--- config.mk ---
export PLATFORM = sky130hd
export DESIGN_NAME = decode_stage
export DESIGN_NICKNAME = d
export VERILOG_FILES = /design/src/rtl/decode_stage.sv
export SDC_FILE = /design/constraint.sdc
export NUM_CORES = 1
export LEC_CHECK = 0
export BUFFER_PORTS_ARGS = -buffer_cell sky130_fd_sc_hd__buf_2
export CAP_MARGIN = 20
export CORE_ASPECT_RATIO = 1.1
export CORE_MARGIN = 10
export CORE_UTILIZATION = 51
export CTS_BUF_LIST = sky130_fd_sc_hd__clkbuf_8
export CTS_CLUSTER_SIZE = 14
export DETAILED_ROUTE_END_ITERATION = 12
export PLACE_DENSITY = 0.92
export SYNTH_ARGS = -nofsm -noshare
export SYNTH_HDL_FRONTEND = slang
export SYNTH_SLANG_ARGS = --single-unit
--- constraint.sdc ---
create_clock -name i_clk -period 5.4 [get_ports i_clk]
set_input_delay 0.81 -clock i_clk [delete_from_list [all_inputs] [get_ports i_clk]]
set_output_delay 0.81 -clock i_clk [all_outputs]
set_load 0.03 [all_outputs]
--- src/rtl/decode_stage.sv ---
// RiSC-16 instruction-decode / operand-read stage: decodes the IF/ID word, applies
// EX/MEM/WB bypassing, detects load-use hazards and registers the ID/EX bundle.
module decode_stage #(
    parameter int unsigned p_WORD_LEN     = 16,
    parameter int unsigned p_REG_ADDR_LEN = 3
) (
    input  logic                      i_clk,
    input  logic                      i_rst_n,
    input  logic                      i_valid,
    input  logic [p_WORD_LEN-1:0]     i_instr,
    input  logic [p_WORD_LEN-1:0]     i_pc,
    output logic                      o_stall,
    input  logic                      i_flush,
    input  logic                      i_hold,
    output logic [p_REG_ADDR_LEN-1:0] o_rf_src1,
    output logic [p_REG_ADDR_LEN-1:0] o_rf_src2,
    input  logic [p_WORD_LEN-1:0]     i_rf_src1_data,
    input  logic [p_WORD_LEN-1:0]     i_rf_src2_data,
    input  logic                      i_ex_valid,
    input  logic                      i_ex_wr_en,
    input  logic                      i_ex_is_load,
    input  logic [p_REG_ADDR_LEN-1:0] i_ex_tgt,
    input  logic [p_WORD_LEN-1:0]     i_ex_data,
    input  logic                      i_mem_wr_en,
    input  logic [p_REG_ADDR_LEN-1:0] i_mem_tgt,
    input  logic [p_WORD_LEN-1:0]     i_mem_data,
    input  logic                      i_wb_wr_en,
    input  logic [p_REG_ADDR_LEN-1:0] i_wb_tgt,
    input  logic [p_WORD_LEN-1:0]     i_wb_data,
    output logic                      o_valid,
    output logic [2:0]                o_opcode,
    output logic [p_REG_ADDR_LEN-1:0] o_tgt,
    output logic                      o_wr_en,
    output logic                      o_is_load,
    output logic [p_WORD_LEN-1:0]     o_op1,
    output logic [p_WORD_LEN-1:0]     o_op2,
    output logic [p_WORD_LEN-1:0]     o_imm,
    output logic [p_WORD_LEN-1:0]     o_pc
);

    localparam int unsigned OP_W   = 3;
    localparam int unsigned SIMM_W = 7;
    localparam int unsigned UIMM_W = 10;
    localparam int unsigned LUI_SH = 6;

    typedef enum logic [OP_W-1:0] {
        OP_ADD  = 3'd0,
        OP_ADDI = 3'd1,
        OP_NAND = 3'd2,
        OP_LUI  = 3'd3,
        OP_SW   = 3'd4,
        OP_LW   = 3'd5,
        OP_BEQ  = 3'd6,
        OP_JALR = 3'd7
    } opcode_e;

    typedef struct packed {
        logic                      valid;
        logic [OP_W-1:0]           opcode;
        logic [p_REG_ADDR_LEN-1:0] tgt;
        logic                      wr_en;
        logic                      is_load;
        logic [p_WORD_LEN-1:0]     op1;
        logic [p_WORD_LEN-1:0]     op2;
        logic [p_WORD_LEN-1:0]     imm;
        logic [p_WORD_LEN-1:0]     pc;
    } id_ex_t;

    opcode_e                   opcode;
    logic [p_REG_ADDR_LEN-1:0] ra, rb, rc;
    logic [p_REG_ADDR_LEN-1:0] src1, src2, tgt;
    logic                      src2_used, no_tgt, wr_en, hazard;
    logic [p_WORD_LEN-1:0]     imm, op1_fwd, op2_fwd;
    logic                      ex_fwd_en;
    id_ex_t                    id_ex_d, id_ex_q;

    // Field extraction and source/target/immediate decode
    always_comb begin
        opcode    = opcode_e'(i_instr[15:13]);
        ra        = p_REG_ADDR_LEN'(i_instr[12:10]);
        rb        = p_REG_ADDR_LEN'(i_instr[9:7]);
        rc        = p_REG_ADDR_LEN'(i_instr[2:0]);
        src1      = rb;
        src2      = '0;
        src2_used = 1'b0;
        case (opcode)
            OP_ADD, OP_NAND: begin
                src2      = rc;
                src2_used = 1'b1;
            end
            OP_SW, OP_BEQ: begin
                src2      = ra;
                src2_used = 1'b1;
            end
            default: ;
        endcase
        no_tgt = (opcode == OP_SW) || (opcode == OP_BEQ);
        tgt    = no_tgt ? '0 : ra;
        wr_en  = !no_tgt && (ra != '0);
        case (opcode)
            OP_LUI:  imm = p_WORD_LEN'({i_instr[UIMM_W-1:0], LUI_SH'(0)});
            OP_JALR: imm = '0;
            default: imm = {{(p_WORD_LEN-SIMM_W){i_instr[SIMM_W-1]}}, i_instr[SIMM_W-1:0]};
        endcase
    end

    // Bypass: r0 reads zero; youngest producer wins; loads in EX cannot forward
    function automatic logic [p_WORD_LEN-1:0] fwd(
        input logic [p_REG_ADDR_LEN-1:0] src,
        input logic [p_WORD_LEN-1:0]     rf_data,
        input logic                      ex_en,
        input logic [p_REG_ADDR_LEN-1:0] ex_tgt,
        input logic [p_WORD_LEN-1:0]     ex_data,
        input logic                      mem_en,
        input logic [p_REG_ADDR_LEN-1:0] mem_tgt,
        input logic [p_WORD_LEN-1:0]     mem_data,
        input logic                      wb_en,
        input logic [p_REG_ADDR_LEN-1:0] wb_tgt,
        input logic [p_WORD_LEN-1:0]     wb_data
    );
        if (src == '0)                      return '0;
        else if (ex_en && ex_tgt == src)    return ex_data;
        else if (mem_en && mem_tgt == src)  return mem_data;
        else if (wb_en && wb_tgt == src)    return wb_data;
        else                                return rf_data;
    endfunction

    assign ex_fwd_en = i_ex_valid & i_ex_wr_en & ~i_ex_is_load;
    assign op1_fwd   = fwd(src1, i_rf_src1_data, ex_fwd_en, i_ex_tgt, i_ex_data,
                           i_mem_wr_en, i_mem_tgt, i_mem_data, i_wb_wr_en, i_wb_tgt, i_wb_data);
    assign op2_fwd   = fwd(src2, i_rf_src2_data, ex_fwd_en, i_ex_tgt, i_ex_data,
                           i_mem_wr_en, i_mem_tgt, i_mem_data, i_wb_wr_en, i_wb_tgt, i_wb_data);

    assign hazard = i_valid & i_ex_valid & i_ex_is_load & (i_ex_tgt != '0) &
                    ((i_ex_tgt == src1) | (src2_used & (i_ex_tgt == src2)));

    assign o_stall   = ~i_flush & (i_hold | hazard);
    assign o_rf_src1 = src1;
    assign o_rf_src2 = src2;

    // ID/EX next state: flush > hold > load-use bubble > capture
    always_comb begin
        id_ex_d = id_ex_q;
        if (i_flush) begin
            id_ex_d.valid   = 1'b0;
            id_ex_d.wr_en   = 1'b0;
            id_ex_d.is_load = 1'b0;
        end else if (i_hold) begin
            id_ex_d = id_ex_q;
        end else if (hazard) begin
            id_ex_d.valid   = 1'b0;
            id_ex_d.wr_en   = 1'b0;
            id_ex_d.is_load = 1'b0;
        end else begin
            id_ex_d.valid   = i_valid;
            id_ex_d.opcode  = OP_W'(opcode);
            id_ex_d.tgt     = tgt;
            id_ex_d.wr_en   = i_valid & wr_en;
            id_ex_d.is_load = i_valid & (opcode == OP_LW);
            id_ex_d.op1     = op1_fwd;
            id_ex_d.op2     = op2_fwd;
            id_ex_d.imm     = imm;
            id_ex_d.pc      = i_pc;
        end
    end

    always_ff @(posedge i_clk or negedge i_rst_n) begin
        if (!i_rst_n) id_ex_q <= '0;
        else          id_ex_q <= id_ex_d;
    end

    assign o_valid   = id_ex_q.valid;
    assign o_opcode  = id_ex_q.opcode;
    assign o_tgt     = id_ex_q.tgt;
    assign o_wr_en   = id_ex_q.wr_en;
    assign o_is_load = id_ex_q.is_load;
    assign o_op1     = id_ex_q.op1;
    assign o_op2     = id_ex_q.op2;
    assign o_imm     = id_ex_q.imm;
    assign o_pc      = id_ex_q.pc;

endmodule

==> run metrics <==
clock latency on the worst-skew pair 330 ps; Post-route DRC 0; Post-CTS Setup Inserts 0; Chip Height 115.0 um; Clock Sinks 73; final net count 775; RD Place Congestion 0.9282; setup_tns 0 ps; clk slew on worst S/H paths 70 ps; Max-Cap Viols 0; antenna violations before repair 1; Yosys cell types 42; Arrival @ worst endpoint 2650 ps; Die ar. 12240 sq um; Mapped Area 4188 sq um; die width 106.4 um; Root Driver clkbuf_8; Register Area 1827 sq um; Startpoint Class input port; critical path class input port to primary output; Hold WS 472.0 ps; Max Clock Freq 288.9 MHz; Final setup viols 0; syn nets 588; Ys Warns 0; vias in the first global route 4344; worst min path class flop to flop; DRT Wirelength 14670 um; RSZ-0062 raised after global routing false; IO Pins 211; fillers 648; CTS Hold Bufs 0; GR Overflow Total 0; Tot Pwr 1.713 mW; mean area per synthesized cell 9.164 sq um; Finished Cell Area 5450 sq um; proportion of layout cells with a drive suffix above 1 0.3837; Req. time, crit path 4590 ps; CTS tree built; synth top area cells dfrtp_1 (44%), o21ai_0 (6.7%), a211oi_1 (5.7%); status finished, final reports clean; Initial Util 0.5264; Final Hold Fails 0; Worst setup EP type primary output; Worst Path Max Fanout 10; area of the core 7955 sq um; FFs w/ async S/R, synth 1.000; Wirelength per Cell 19.36 um; Yosys top cell area share 0.4362; clk buf depth 2; critical path startpoint i_instr[15]; leak pwr 2.648 nW; Multi-input gate area 2091 sq um; pwr/cell area 314.3 nW/um^2; remaining antenna violation count 0; Slew Limit Fails 0; worst r2r src o_op2[6]; maximum VDD drop 0.1925 mV; worst slew pin tran 1077 ps; Synth Register Bits 73; P&R area growth vs syn 30.15%; first-pass GRT wire length 22280 um; worst reg2reg path depth 2; clk_skew 0 ps; row count 34; Detailed Place HPWL 11860 um; count of input and output buffers 210; Crit Reg-Reg Endpoint o_op2[6]; number of synthesized flops with an enable pin 0; drt first pass iters 5; number of buffers created by CTS 9; CP endpoint o_stall; via count 4204; most frequent cells in the layout buf_2 (210), dfrtp_1 (73), o21ai_0 (56); min cycle time layout 3461 ps; post-CTS resize count 0; Gate Count Post-Synth 457; vias per inst 5.546; Seq/Total Area, Yosys 0.4362; gr usage total 0.2276; Synth Flop Type dfrtp_1; largest net degree at the start of global routing 74; post-synth top area cell dfrtp_1; R2R Setup Slk 4520 ps; Final WS setup 1939 ps; DR iter-0 viols 171; pre-CTS WS 1959 ps; H-Tree Depth 3; Placed Area 5213 sq um; most common cell after layout, fill and taps aside buf_2; fin crit share 0.6410; Relative slew margins 0.2784
## worst max-delay path: stages
cell and delay [ps]:
buf_2 210, mux2i_2 360, nor3_1 100, or4b_4 550
or2_2 290, a21oi_1 110, buf_2 220
## synth_stat cells (2+ instances only)
cell type,instances
a211oi_1,32
a21oi_1,26
a22oi_1,16
and2_1,2
and4_1,2
buf_1,2
buf_2,11
buf_4,6
buf_6,4
clkbuf_1,15
dfrtp_1,73
inv_1,17
mux2_1,8
mux2_2,11
mux2i_1,18
nand2_1,49
nand3_1,2
nand3b_1,3
nand4_1,4
nor2_1,24
nor2b_1,2
nor3_1,19
o21ai_0,56
o21ai_1,4
o31ai_1,19
or3_1,5
xnor2_1,12
## registers in the layout, indices dropped and copies added (netlist names)
register   cells
o_imm         16
o_pc          16
o_is_load      1
o_tgt          3
o_op2         16
o_opcode       3
o_wr_en        1
o_op1         16
o_valid        1
## cells by family after synthesis
group / after synthesis / share of synthesized area
AND/OR/NAND/NOR: 119 / 0.1374
XOR/XNOR: 12 / 0.02510
buffers and inverters: 56 / 0.06632
flip-flops: 73 / 0.4362
multiplexers: 38 / 0.09740
AO/OA/AOI/OAI: 159 / 0.2375
## worst min-delay path by stage
stage	from	endpoint	depth (start not counted)
floorplan	i_rst_n	o_imm[0]	0
global placement	o_op1[2]	o_op1[2]	2
detailed placement	o_op1[1]	o_op1[1]	2
CTS	o_op1[5]	o_op1[5]	2
global route	o_pc[6]	o_pc[6]	1
finish	o_op1[4]	o_op1[4]	2
## report_power, final
part | internal, mW | switching (mW)
clock network | 0.304 | 0.198
registers | 0.625 | 0.0428
logic | 0.176 | 0.367
total | 1.11 | 0.608
## through the flow
stage                       util  cells
after detailed placement  0.6552    741
final                     0.6851    758
after global placement    0.6534    740
after global routing      0.6851    758
after CTS                 0.6848    757
after floorplan                -    457
## final cells by class
class                      count  area share
multi-input combinational    328      0.3836
sequential                    73      0.3352
timing repair buffer         215      0.2011
tap                          108     0.02479
clock buffer                   9     0.02273
clock inverter                 7     0.02043
inverter                      17     0.01171
antenna                        1   0.0004591
## per-layer routing
layer  wire length [um]  share of wire  track usage
met5                  0              0            0
met4                357          0.024      0.08582
met3               1076          0.073      0.05316
met2               7333           0.50       0.4026
met1               5907           0.40       0.2624
(Power assumes the default switching activity.)
